**config.mk**
```make
export PLATFORM = sky130hd
export DESIGN_NAME = shift_reg_multimode
export DESIGN_NICKNAME = d
export VERILOG_FILES = /design/src/rtl/shift_reg_pkg.sv /design/src/rtl/tick_gen.sv /design/src/rtl/shift_reg_multimode.sv
export SDC_FILE = /design/constraint.sdc
export NUM_CORES = 1
export LEC_CHECK = 0
export ABC_CLOCK_PERIOD_IN_PS = 2200
export BUFFER_PORTS_ARGS = -buffer_cell sky130_fd_sc_hd__buf_2
export CAP_MARGIN = 20
export CORE_MARGIN = 2
export CORE_UTILIZATION = 45
export CTS_CLUSTER_DIAMETER = 30
export DETAILED_ROUTE_END_ITERATION = 12
export PLACE_DENSITY = 0.66
export SYNTH_ARGS = -nofsm -noshare
export SYNTH_HDL_FRONTEND = slang
export SYNTH_SLANG_ARGS = --single-unit
```
**constraint.sdc**
```tcl
create_clock -name clk -period 2.2 [get_ports clk]
set_input_delay 0.11 -clock clk [delete_from_list [all_inputs] [get_ports clk]]
set_output_delay 0.11 -clock clk [all_outputs]
set_load 0.05 [all_outputs]
```
**src/rtl/shift_reg_pkg.sv**
```systemverilog
// Shared definitions for the multimode shift register and its timing helpers.
// Mode field encoding and type.
package shift_reg_pkg;

  typedef logic [2:0] mode_t;

  localparam mode_t MODE_HOLD   = 3'd0;
  localparam mode_t MODE_SHL    = 3'd1;
  localparam mode_t MODE_SHR    = 3'd2;
  localparam mode_t MODE_ROL    = 3'd3;
  localparam mode_t MODE_ROR    = 3'd4;
  localparam mode_t MODE_BOUNCE = 3'd5;

endpackage

```
**src/rtl/tick_gen.sv**
```systemverilog
// Prescaler producing a one-clock strobe every DIV enabled cycles.
// Usable by any timed block in place of a derived clock.
module tick_gen #(
  parameter int DIV = 1000000
) (
  input  logic clk,
  input  logic rst,
  input  logic en,
  output logic tick
);

  localparam int CW = (DIV > 1) ? $clog2(DIV) : 1;
  localparam logic [CW-1:0] LAST = CW'(DIV - 1);

  logic [CW-1:0] cnt_q, cnt_d;

  assign tick = en && (cnt_q == LAST);

  always_comb begin
    cnt_d = cnt_q;
    if (en) begin
      cnt_d = tick ? '0 : cnt_q + 1'b1;
    end
  end

  always_ff @(posedge clk) begin
    if (rst) begin
      cnt_q <= '0;
    end else begin
      cnt_q <= cnt_d;
    end
  end

endmodule

```
**src/rtl/shift_reg_multimode.sv**
```systemverilog
// W-bit register with hold/shift/rotate/bounce modes and parallel load,
// advanced by an internal prescaler tick.
module shift_reg_multimode
  import shift_reg_pkg::*;
#(
  parameter int           W    = 8,
  parameter int           DIV  = 1000000,
  parameter logic [W-1:0] INIT = W'(1)
) (
  input  logic         clk,
  input  logic         rst,
  input  logic         en,
  input  mode_t        mode,
  input  logic         load,
  input  logic [W-1:0] din,
  input  logic         sin,
  output logic [W-1:0] data,
  output logic         tick,
  output logic         dir
);

  logic [W-1:0] data_q, data_d;
  logic         dir_q, dir_d;

  tick_gen #(
    .DIV (DIV)
  ) u_tick (
    .clk  (clk),
    .rst  (rst),
    .en   (en),
    .tick (tick)
  );

  always_comb begin
    data_d = data_q;
    dir_d  = dir_q;
    if (load) begin
      data_d = din;
    end else if (tick) begin
      case (mode)
        MODE_SHL: data_d = {data_q[W-2:0], sin};
        MODE_SHR: data_d = {sin, data_q[W-1:1]};
        MODE_ROL: data_d = {data_q[W-2:0], data_q[W-1]};
        MODE_ROR: data_d = {data_q[0], data_q[W-1:1]};
        MODE_BOUNCE: begin
          // Reverse at the edge, moving away from it on the same tick.
          if (!dir_q && data_q[W-1]) begin
            dir_d  = 1'b1;
            data_d = data_q >> 1;
          end else if (dir_q && data_q[0]) begin
            dir_d  = 1'b0;
            data_d = data_q << 1;
          end else if (dir_q) begin
            data_d = data_q >> 1;
          end else begin
            data_d = data_q << 1;
          end
        end
        default: data_d = data_q;
      endcase
    end
  end

  always_ff @(posedge clk) begin
    if (rst) begin
      data_q <= INIT;
      dir_q  <= 1'b0;
    end else begin
      data_q <= data_d;
      dir_q  <= dir_d;
    end
  end

  assign data = data_q;
  assign dir  = dir_q;

endmodule

```
Yosys cells after proc, flatten, opt, wreduce, memory -nomap -nowiden
Index checks and enable logic that the tools add are counted.
{"block": "word_totals", "reg_bits": 29, "output_inout_bits": 10, "latch_bits": 0, "mem_bits_rw": 0, "in_bits": 16, "wordCells": 29, "n_memories": 0, "rom_bits": 0}
{"block": "classes", "bitwise": 1, "mul": 0, "reduce_logical": 9, "shift": 0, "n_div": 0, "n_mux": 9, "n_eq_ne": 6, "n_lt_le_gt_ge": 0, "addsub": 1}
{"cell": "$mux W8", "n": 5}
{"cell": "$pmux W8 S5", "n": 1}
{"cell": "$add A20 B1 Y20 const B", "n": 1}
{"cell": "$eq A20 B20 Y1 const B", "n": 1}
{"cell": "$mux W20", "n": 1}
{"cell": "$eq A3 B2 Y1 const B", "n": 2}
{"cell": "$eq A3 B3 Y1 const B", "n": 2}
{"cell": "$reduce_bool A6 Y1", "n": 1}
{"cell": "$reduce_and A4 Y1", "n": 1}
{"cell": "$reduce_bool A2 Y1", "n": 2}
{"cell": "$eq A3 B1 Y1 const B", "n": 1}
{"cell": "$logic_and A1 B1 Y1", "n": 3}
{"cell": "$mux W1", "n": 2}
{"cell": "$reduce_and A2 Y1", "n": 1}
{"cell": "$logic_not A1 Y1", "n": 1}
{"cell": "$not A1 Y1", "n": 1}

Logic depth before layout (Yosys ltp)
Gate-level depths: netlist of the first run.
{"block": "depth", "ltp_word": 6, "mapped_depth": 8, "depth_no_buf": 6}

By module
From an unflattened synthesis of the first run, not the netlist that was laid out.
{"block": "hier_totals", "hier_cells": 200, "hier_area_um2": 1676.6}
{"module": "tick_gen", "area_per_inst_um2": 968.4, "seq_area_each_um2": 400.4, "cells_each": 112, "instances": 1}
{"module": "shift_reg_multimode", "area_per_inst_um2": 708.2, "seq_area_each_um2": 180.2, "cells_each": 88, "instances": 1}

Worst setup path after synthesis of the first run
No wires, ideal clock.
{"block": "synth_path", "path_kind": "reg2reg", "startpoint": "register u_tick.cnt_q[0]", "endpoint": "register data_q[1], in the netlist data[1]", "path_stages_with_launch": 8, "setup_ns": 0.079, "required_ns": 2.121, "arrival_ns": 1.713, "period_less_slack_ns": 1.792, "path_slack_ns": 0.408, "path_buffers": 1, "cell_sequence": "dfxtp_1 ha_1 and4_1 nand4_1 a2111oi_4 buf_6 or4b_2 o211ai_1"}
{"block": "synth_via", "elab_chain_len": 4}
{"element": "from (decl)", "line": "tick_gen.sv:15", "source": "logic [CW-1:0] cnt_q, cnt_d;"}
{"element": "from (signal assigned)", "line": "tick_gen.sv:30", "source": "cnt_q <= cnt_d;"}
{"element": "$eq A20 B20 Y1", "line": "tick_gen.sv:17", "source": "assign tick = en && (cnt_q == LAST);"}
{"element": "$logic_and A1 B1 Y1", "line": "tick_gen.sv:17"}
{"element": "$reduce_bool A2 Y1 (no source line)"}
{"element": "$reduce_and A2 Y1 (no source line)"}
{"element": "to (signal assigned)", "line": "shift_reg_multimode.sv:69", "source": "data_q <= data_d;"}
{"element": "to (decl)", "line": "shift_reg_multimode.sv:22", "source": "logic [W-1:0] data_q, data_d;"}
Every way passes these cells.
A chain may end at the register's enable or synchronous reset.

Worst setup path after layout of the first run
{"block": "layout_path", "startpoint": "register u_tick.cnt_q[0]", "endpoint": "output tick"}
{"block": "layout_via", "elab_chain_len": 2}
{"element": "$eq A20 B20 Y1", "line": "tick_gen.sv:17"}
{"element": "$logic_and A1 B1 Y1", "line": "tick_gen.sv:17"}
{"element": "to (decl)", "line": "shift_reg_multimode.sv:18", "source": "output logic tick,"}
Every way passes these cells.

==> results of run 1 <==
==> through the flow <==
step	hold slack, ns	power, W	cell area, sq um	setup WS [ns]
after floorplan	0.2619	0.0006511	1630	0.4084
after global placement	0.3837	0.0006883	1794	0.2275
after detailed placement	0.3890	0.0006907	1794	0.1462
after CTS	0.02040	0.0009983	1843	0.1166
after global routing	0.01770	0.001049	1858	0.02601
final	0.02450	0.0009899	1858	0.1506
==> critical path, delay by kind of cell (launching register included) <==
family / cells / cell delay [ns]
adders and majority gates: 1 / 0.23
and+or+nand+nor: 3 / 0.69
DFF: 1 / 0.37
buffers and inverters: 2 / 0.32
==> cell type report <==
cell class	instances	area (sq um)	share of cell area, %
multi-input cells	151	982.2	52.86
flip-flops and latches	29	580.6	31.25
repair buffers	31	170.2	9.158
well taps	46	57.56	3.098
clock buffers	8	48.80	2.626
inverters	5	18.77	1.010
==> state kept, by name, indices dropped and copies added (netlist names) <==
name	cells
u_tick.cnt_q	20
dir	1
data	8
==> timing repair <==
item,CTS,global route
buffers inserted,0,2
setup endpoints to repair,0,3
hold buffers,0,0
==> cell families (layout without fill, tap and decap cells) <==
kind of cell    after synthesis  count (layout)  share of synthesized area, %
flops                        29              29                         35.61
simple gates                103             103                         35.38
buf+inv                      12              44                         4.144
compound gates               25              25                         11.97
mux                           4               4                         2.456
fa+ha+maj                     1               1                        0.7673
xor+xnor                     18              18                         9.670
==> how the worst max path moves through the flow <==
stage                                  from                   end  slack [ns]  depth (start not counted)
2_1_floorplan  u_tick.cnt_q[0]$_SDFFE_PP0P_  data[1]$_SDFFE_PP0P_        0.41                          7
3_3_place_gp   u_tick.cnt_q[0]$_SDFFE_PP0P_  data[7]$_SDFFE_PP0P_        0.23                          6
3_5_place_dp   u_tick.cnt_q[0]$_SDFFE_PP0P_  data[5]$_SDFFE_PP0P_        0.15                          6
4_1_cts        u_tick.cnt_q[0]$_SDFFE_PP0P_  data[5]$_SDFFE_PP0P_        0.12                          6
5_1_grt        u_tick.cnt_q[0]$_SDFFE_PP0P_                  tick        0.03                          6
6_report       u_tick.cnt_q[0]$_SDFFE_PP0P_                  tick        0.15                          6
==> cells in the mapped netlist (all sizes together) <==
| cell | n | share of area (%) |
|---|---|---|
| dfxtp | 29 | 36 |
| nor2 | 28 | 6.4 |
| nand2 | 21 | 5.1 |
| xnor2 | 12 | 6.4 |
| nand3 | 10 | 3.1 |
| nand4 | 8 | 3.1 |
| a21oi | 6 | 1.8 |
| nand2b | 6 | 2.3 |
| or4b | 6 | 3.7 |
| xor2 | 6 | 3.2 |
| buf | 5 | 2.5 |
| inv | 5 | 1.2 |
| mux2i | 4 | 2.5 |
| nor3 | 4 | 1.2 |
| o221ai | 4 | 2.1 |
| a31oi | 3 | 1.2 |
| and4 | 3 | 1.7 |
| nor4b | 3 | 2.4 |
| o21ai | 3 | 0.92 |
| o2bb2ai | 3 | 1.6 |
| or3b | 3 | 1.6 |
| and3 | 2 | 0.77 |
| clkbuf | 2 | 0.54 |
| nor3b | 2 | 0.92 |
| o211ai | 2 | 0.92 |
| or2 | 2 | 0.92 |
| a2111oi | 1 | 1.7 |
| a311o | 1 | 0.61 |
| a311oi | 1 | 0.54 |
| ha | 1 | 0.77 |
| nand3b | 1 | 0.46 |
| nor2b | 1 | 0.38 |
| nor4 | 1 | 0.38 |
| o41ai | 1 | 0.54 |
| or3 | 1 | 0.38 |
| or4 | 1 | 0.54 |
==> cell usage in the layout, fill, tap and decap left out, types with 2 or more instances in the layout <==
| cell | count |
|---|---|
| a21oi_1 | 6 |
| a31oi_1 | 3 |
| and3_1 | 2 |
| and4_1 | 2 |
| buf_2 | 25 |
| buf_4 | 6 |
| clkbuf_1 | 3 |
| clkbuf_4 | 5 |
| dfxtp_1 | 29 |
| inv_1 | 5 |
| mux2i_1 | 4 |
| nand2_1 | 19 |
| nand2_2 | 2 |
| nand2b_1 | 6 |
| nand3_1 | 10 |
| nand4_1 | 8 |
| nor2_1 | 28 |
| nor3_1 | 4 |
| nor3b_1 | 2 |
| nor4b_2 | 2 |
| o211ai_1 | 2 |
| o21ai_0 | 3 |
| o221ai_1 | 4 |
| o2bb2ai_1 | 3 |
| or3b_2 | 2 |
| or4b_2 | 6 |
| xnor2_1 | 12 |
| xor2_1 | 6 |
==> power breakdown <==
group | total (W) | internal (W) | switching (W)
clock | 0.000310 | 0.000127 | 0.000183
sequential | 0.000549 | 0.000536 | 0.0000129
combinational | 0.000131 | 0.0000460 | 0.0000850
==> metal layers <==
layer / vias to the layer above / wire (um)
li1: 754 / -
met1: 685 / 1713
met2: 27 / 1531
met3: 6 / 138
met4: 0 / 65
met5: - / 0
==> impl_metrics.csv, run 1 <==
group,metric,value,unit
die,num_rows,21,
grt,met2_usage,26.43,%
worst_setup_path,path_cells,"ha_1, and4_1, nand4_1, or2_2, inv_1, buf_2",
die,die_area,0.004120,sq mm
worst_hold_path,hp-start,"din[6]",
worst_setup_path,r2r_slack,0.17,ns
placed_design,io_buffers,25,
sta,finalSetupTns,0,ns
grt,track_usage,18.40,%
detailed_routing,wirelength,3.448,mm
layout,fin_nets,240,
layout,drive_gt1_share,23.66,%
layout,n_antenna_cell,0,
synthesis,syn_nets,209,
sta,finalClockSkew,0.01592,ns
synthesis,synth_area,0.001630,sq mm
die,fp.dieW,64.19,um
synthesis,synth_area_per_cell,8.491,sq um
worst_setup_path,ff2ff_path_depth,7,
power_and_ir_drop,powerDensity,532.8,mW/mm^2
detailed_routing,drtIter0Drc,87,
sta,slew_headroom,63.08,%
clocking,cts_buffer_depth,2,
clocking,cts_tree,"built",
layout,utilization,54.40,%
die,io_pins,26,
clocking,post_cts_resized,0,
synthesis,ys_types,44,
clocking,cts.clk_slew.worst_paths,0.10,ns
status,status,"finished clean",
synthesis,seq_area_frac_synth,35.61,%
clocking,clk-insertion-delay-late,0.34,ns
detailed_routing,remaining_drc_errors,0,
worst_hold_path,holdCritPathClass,"primary input to register",
grt,antenna_found_initial,0,
grt,grt_pass1_vias,1326,
sta,tightestPinTransition,0.5487,ns
die,start_util,47.73,%
synthesis,yosys_warnings,0,
sta,finalSetupViolations,0,
power_and_ir_drop,ir_drop,0.3542,mV
clocking,root_buffer,"clkbuf_4",
sta,rsz0062_at_grt,"false",
flow_run,cap_violations,0,
layout,fill_cells,312,
placed_design,place.gp.congestion,0.8094,
grt,grt_overflow,0,
detailed_routing,vias_per_cell,5.452,
grt,grtUsageMet1,24.54,%
worst_setup_path,cp.required,2.09,ns
worst_setup_path,max_stage_delay,0.37,ns
detailed_routing,vias,1472,
worst_setup_path,r2r_end,"data[4]$_SDFFE_PP0P_",
clocking,htree_num_levels,2,
synthesis,ys_ff_latch,29,
grt,grt_max_degree,22,
detailed_routing,routedWlPerCell,12.77,um
worst_setup_path,r2r_start,"u_tick.cnt_q[0]$_SDFFE_PP0P_",
die,die_h,64.19,um
grt,gr-max-usage-layer,"met2",
placed_design,dpl.hpwl,2.526,mm
power_and_ir_drop,p_leak,0.7054,nW
placed_design,dpl.cell_count,260,
clocking,numCtsBuffers,5,
worst_setup_path,cp-end-kind,"output pin",
worst_hold_path,holdPathEnd,"data[6]$_SDFFE_PP0P_",
clocking,cts.sinks,29,
synthesis,netlist_instances,192,
sta,fin_crit,2.049,ns
sta,hold_viol,0,
worst_setup_path,path_class,"register to output pin",
grt,globalRouteMet3Util,6.866,%
worst_setup_path,crit_fanout,6,
worst_setup_path,cpMaxStageDelayCell,"dfxtp_1",
grt,grt_pass1_wl,5.816,mm
detailed_routing,drt-pass1-iter-count,4,
die,coreArea,0.003416,sq mm
worst_setup_path,start_kind,"register",
sta,post-route-period-util,93.15,%
worst_setup_path,cp_data_arrival_time,1.94,ns
layout,fin_cells,270,
detailed_routing,postRouteAntennaNets,0,
sta,fmax,488.0,MHz
sta,slew_violations,0,
worst_hold_path,min_path_cells,3,
layout,synthToLayoutAreaGrowth,13.97,%
Power figures use the tool's default switching activity.
==> run 2: changes to the inputs <==
Settings changed: ABC_AREA from default to 1, BUFFER_PORTS_ARGS -buffer_cell sky130_fd_sc_hd__buf_2 to default, DONT_BUFFER_PORTS from default to 1, PLACE_DENSITY 0.66 to default.
==> run 2 against run 1 <==
  * Die area is 6.5% higher
  * Design area up 3.2%
  * Clock power grew 56%
  * Synthesized area is 7.0% higher
  * Largest cell class unchanged
  * Largest power group unchanged
==> impl_metrics.csv, run 2 <==
group,metric,value,unit
grt,grt_max_degree,13,
synthesis,ys_top_cells_by_count,"50 x nand2_1, 43 x nor2_1, 37 x inv_1, 29 x dfxtp_1, 28 x nand3_1",
worst_hold_path,holdCritPathClass,"primary input to register",
power_and_ir_drop,p_leak,0.7914,nW
detailed_routing,drt-pass1-iter-count,4,
layout,largest-register,"u_tick.cnt_q",
sta,slew_violations,0,
clocking,cts.sinks,29,
die,die_h,66.26,um
worst_setup_path,start_kind,"register",
grt,antenna_found_initial,0,
sta,rsz0062_at_grt,"false",
worst_setup_path,startpoint,"u_tick.cnt_q[0]$_SDFFE_PP0P_",
clocking,cts_buffer_depth,2,
die,fp.dieW,66.26,um
detailed_routing,routedWlPerCell,12.49,um
flow_run,cap_violations,0,
synthesis,synthFlopType,"dfxtp_1",
synthesis,async_flop_share,0,%
worst_setup_path,cp_data_arrival_time,1.74,ns
clocking,htree_num_levels,2,
die,die_area,0.004390,sq mm
synthesis,yosysTopAreaCell,"dfxtp_1",
worst_setup_path,crit_fanout,5,
synthesis,yosys_warnings,0,
synthesis,seq_area_frac_synth,33.29,%
synthesis,netlist_instances,266,
layout,fill_cells,390,
layout,final_common_cell,"nand2_1",
die,num_rows,22,
detailed_routing,remaining_drc_errors,0,
layout,drive_gt1_share,11.27,%
detailed_routing,wirelength,4.033,mm
clocking,cts.clk_slew.worst_paths,0.06,ns
detailed_routing,vias_per_cell,5.183,
clocking,numCtsBuffers,5,
power_and_ir_drop,powerDensity,612.4,mW/mm^2
layout,final_cell_mix,"50 x nand2_1, 43 x nor2_1, 37 x inv_1, 29 x dfxtp_1, 28 x nand3_1",
sta,hold_viol,0,
clocking,root_buffer,"clkbuf_8",
placed_design,io_buffers,0,
sta,post-route-period-util,84.18,%
status,status,"finished clean",
grt,grt_pass1_vias,1618,
layout,n_antenna_cell,0,
clocking,clk-insertion-delay-late,0.28,ns
worst_setup_path,path_class,"register to output pin",
sta,hold-worst-slack,0.01918,ns
worst_setup_path,r2r_start,"u_tick.cnt_q[0]$_SDFFE_PP0P_",
synthesis,synth_area,0.001744,sq mm
detailed_routing,drtIter0Drc,136,
worst_setup_path,cp-end-kind,"output pin",
worst_hold_path,hp-start,"load",
die,start_util,47.29,%
detailed_routing,postRouteAntennaNets,0,
sta,tightestPinTransition,0.6145,ns
die,coreArea,0.003689,sq mm
clocking,cts_setup_buffers,0,
grt,grt_overflow,0,
placed_design,post-place-ws,0.4890,ns
synthesis,yosysMostFrequentCell,"nand2_1",
synthesis,ys_ff_latch,29,
sta,finalSetupTns,0,ns
layout,synthToLayoutAreaGrowth,9.900,%
placed_design,dpl.hpwl,3.069,mm
sta,worst_slack,0.3480,ns
clocking,cts_tree,"built",
detailed_routing,vias,1674,
synthesis,synth_area_per_cell,6.557,sq um
synthesis,synth-edff-count,0,
synthesis,synthTopCellsByArea,"dfxtp_1 33%, nand2_1 11%, nor2_1 9.3%",
synthesis,syn_nets,283,
sta,slew_headroom,58.98,%
placed_design,place.gp.congestion,0.8479,
sta,finalSetupViolations,0,
layout,fin_nets,291,
worst_setup_path,cp.required,2.09,ns
synthesis,ys_types,29,
sta,finalClockSkew,0.004604,ns
die,io_pins,26,
grt,grt_pass1_wl,6.989,mm
layout,largest_register_ffs,20,
synthesis,synth_top_area_share,33.29,%
grt,track_usage,21.05,%
sta,fin_crit,1.852,ns
power_and_ir_drop,ir_drop,0.3295,mV
sta,fmax,539.9,MHz
==> run 2: cell types whose count changed in the layout (fill, tap and decap cells not counted), sizes merged, moves of 6 or more <==
cell	before	now
or4b	6	0
xnor2	12	1
inv	5	37
nor2	28	46
nor3	4	13
o21ai	3	11
nand3	10	30
a21oi	6	12
nand2	21	55
buf	31	4
nand2b	6	0
==> run 2: per-layer routing <==
metal  GRT usage [%]  wire length, um
met1           23.52             1748
met2           36.13             1985
met3           6.814              245
met4           9.439               53
met5               0                0
==> run 2: final timing paths <==
| check | endpoint | slack, ns | depth (start not counted) |
|---|---|---|---|
| worst max-delay path | tick | 0.35 | 5 |
| worst min register to register | u_tick.cnt_q[5]$_SDFFE_PP0P_ | 0.50 | 2 |
| worst max register to register | u_tick.cnt_q[11]$_SDFFE_PP0P_ | 0.49 | 7 |
| worst min-delay path | data[7]$_SDFFE_PP0P_ | 0.02 | 3 |
==> run 2: worst max-delay path, cell delays in order (launching register included) <==
cell	delay [ns]
dfxtp_1	0.39
ha_1	0.20
nand3_2	0.10
nor3_4	0.25
nand4_1	0.14
inv_1	0.37
==> run 2: area by class of cell <==
type | instances | area (sq um) | area share (%)
flip-flops and latches | 29 | 580.6 | 30.29
well taps | 48 | 60.06 | 3.133
clock inverters | 1 | 5.005 | 0.2611
clock buffers | 7 | 96.34 | 5.026
repair buffers | 7 | 60.06 | 3.133
multi-input cells | 194 | 975.9 | 50.91
inverters | 37 | 138.9 | 7.245
==> run 2: report_power, final <==
group / total (W) / switching (W) / internal, W
registers: 0.000580 / 0.0000408 / 0.000539
clock network: 0.000484 / 0.000202 / 0.000282
logic: 0.000110 / 0.0000715 / 0.0000387
total: 0.00117 / 0.000314 / 0.000860
==> run 2: per-stage QoR <==
stage	power, W	utilization, %	cell area, sq um	cells
5_1_grt	0.001242	51.97	1917	323
3_5_place_dp	0.0006943	48.41	1785	312
4_1_cts	0.001193	51.97	1917	323
3_3_place_gp	0.0006954	48.41	1785	312
2_1_floorplan	0.0006802	-	1744	266
6_report	0.001174	51.97	1917	323
==> run 2: cell families (layout without fill, tap and decap cells) <==
logic type / after synthesis / in the layout / synth area share (%)
compound gates: 29 / 29 / 9.326
flops: 29 / 29 / 33.29
fa+ha+maj: 1 / 1 / 0.7172
simple gates: 159 / 159 / 43.40
xor+xnor: 5 / 5 / 2.511
buf+inv: 43 / 52 / 10.76
==> run 2: what timing repair did <==
action / 4_1_cts / 5_1_grt
resized for setup: 0 / 0
hold buffers: 3 / 0
endpoints found under the hold margin: 11 / 0
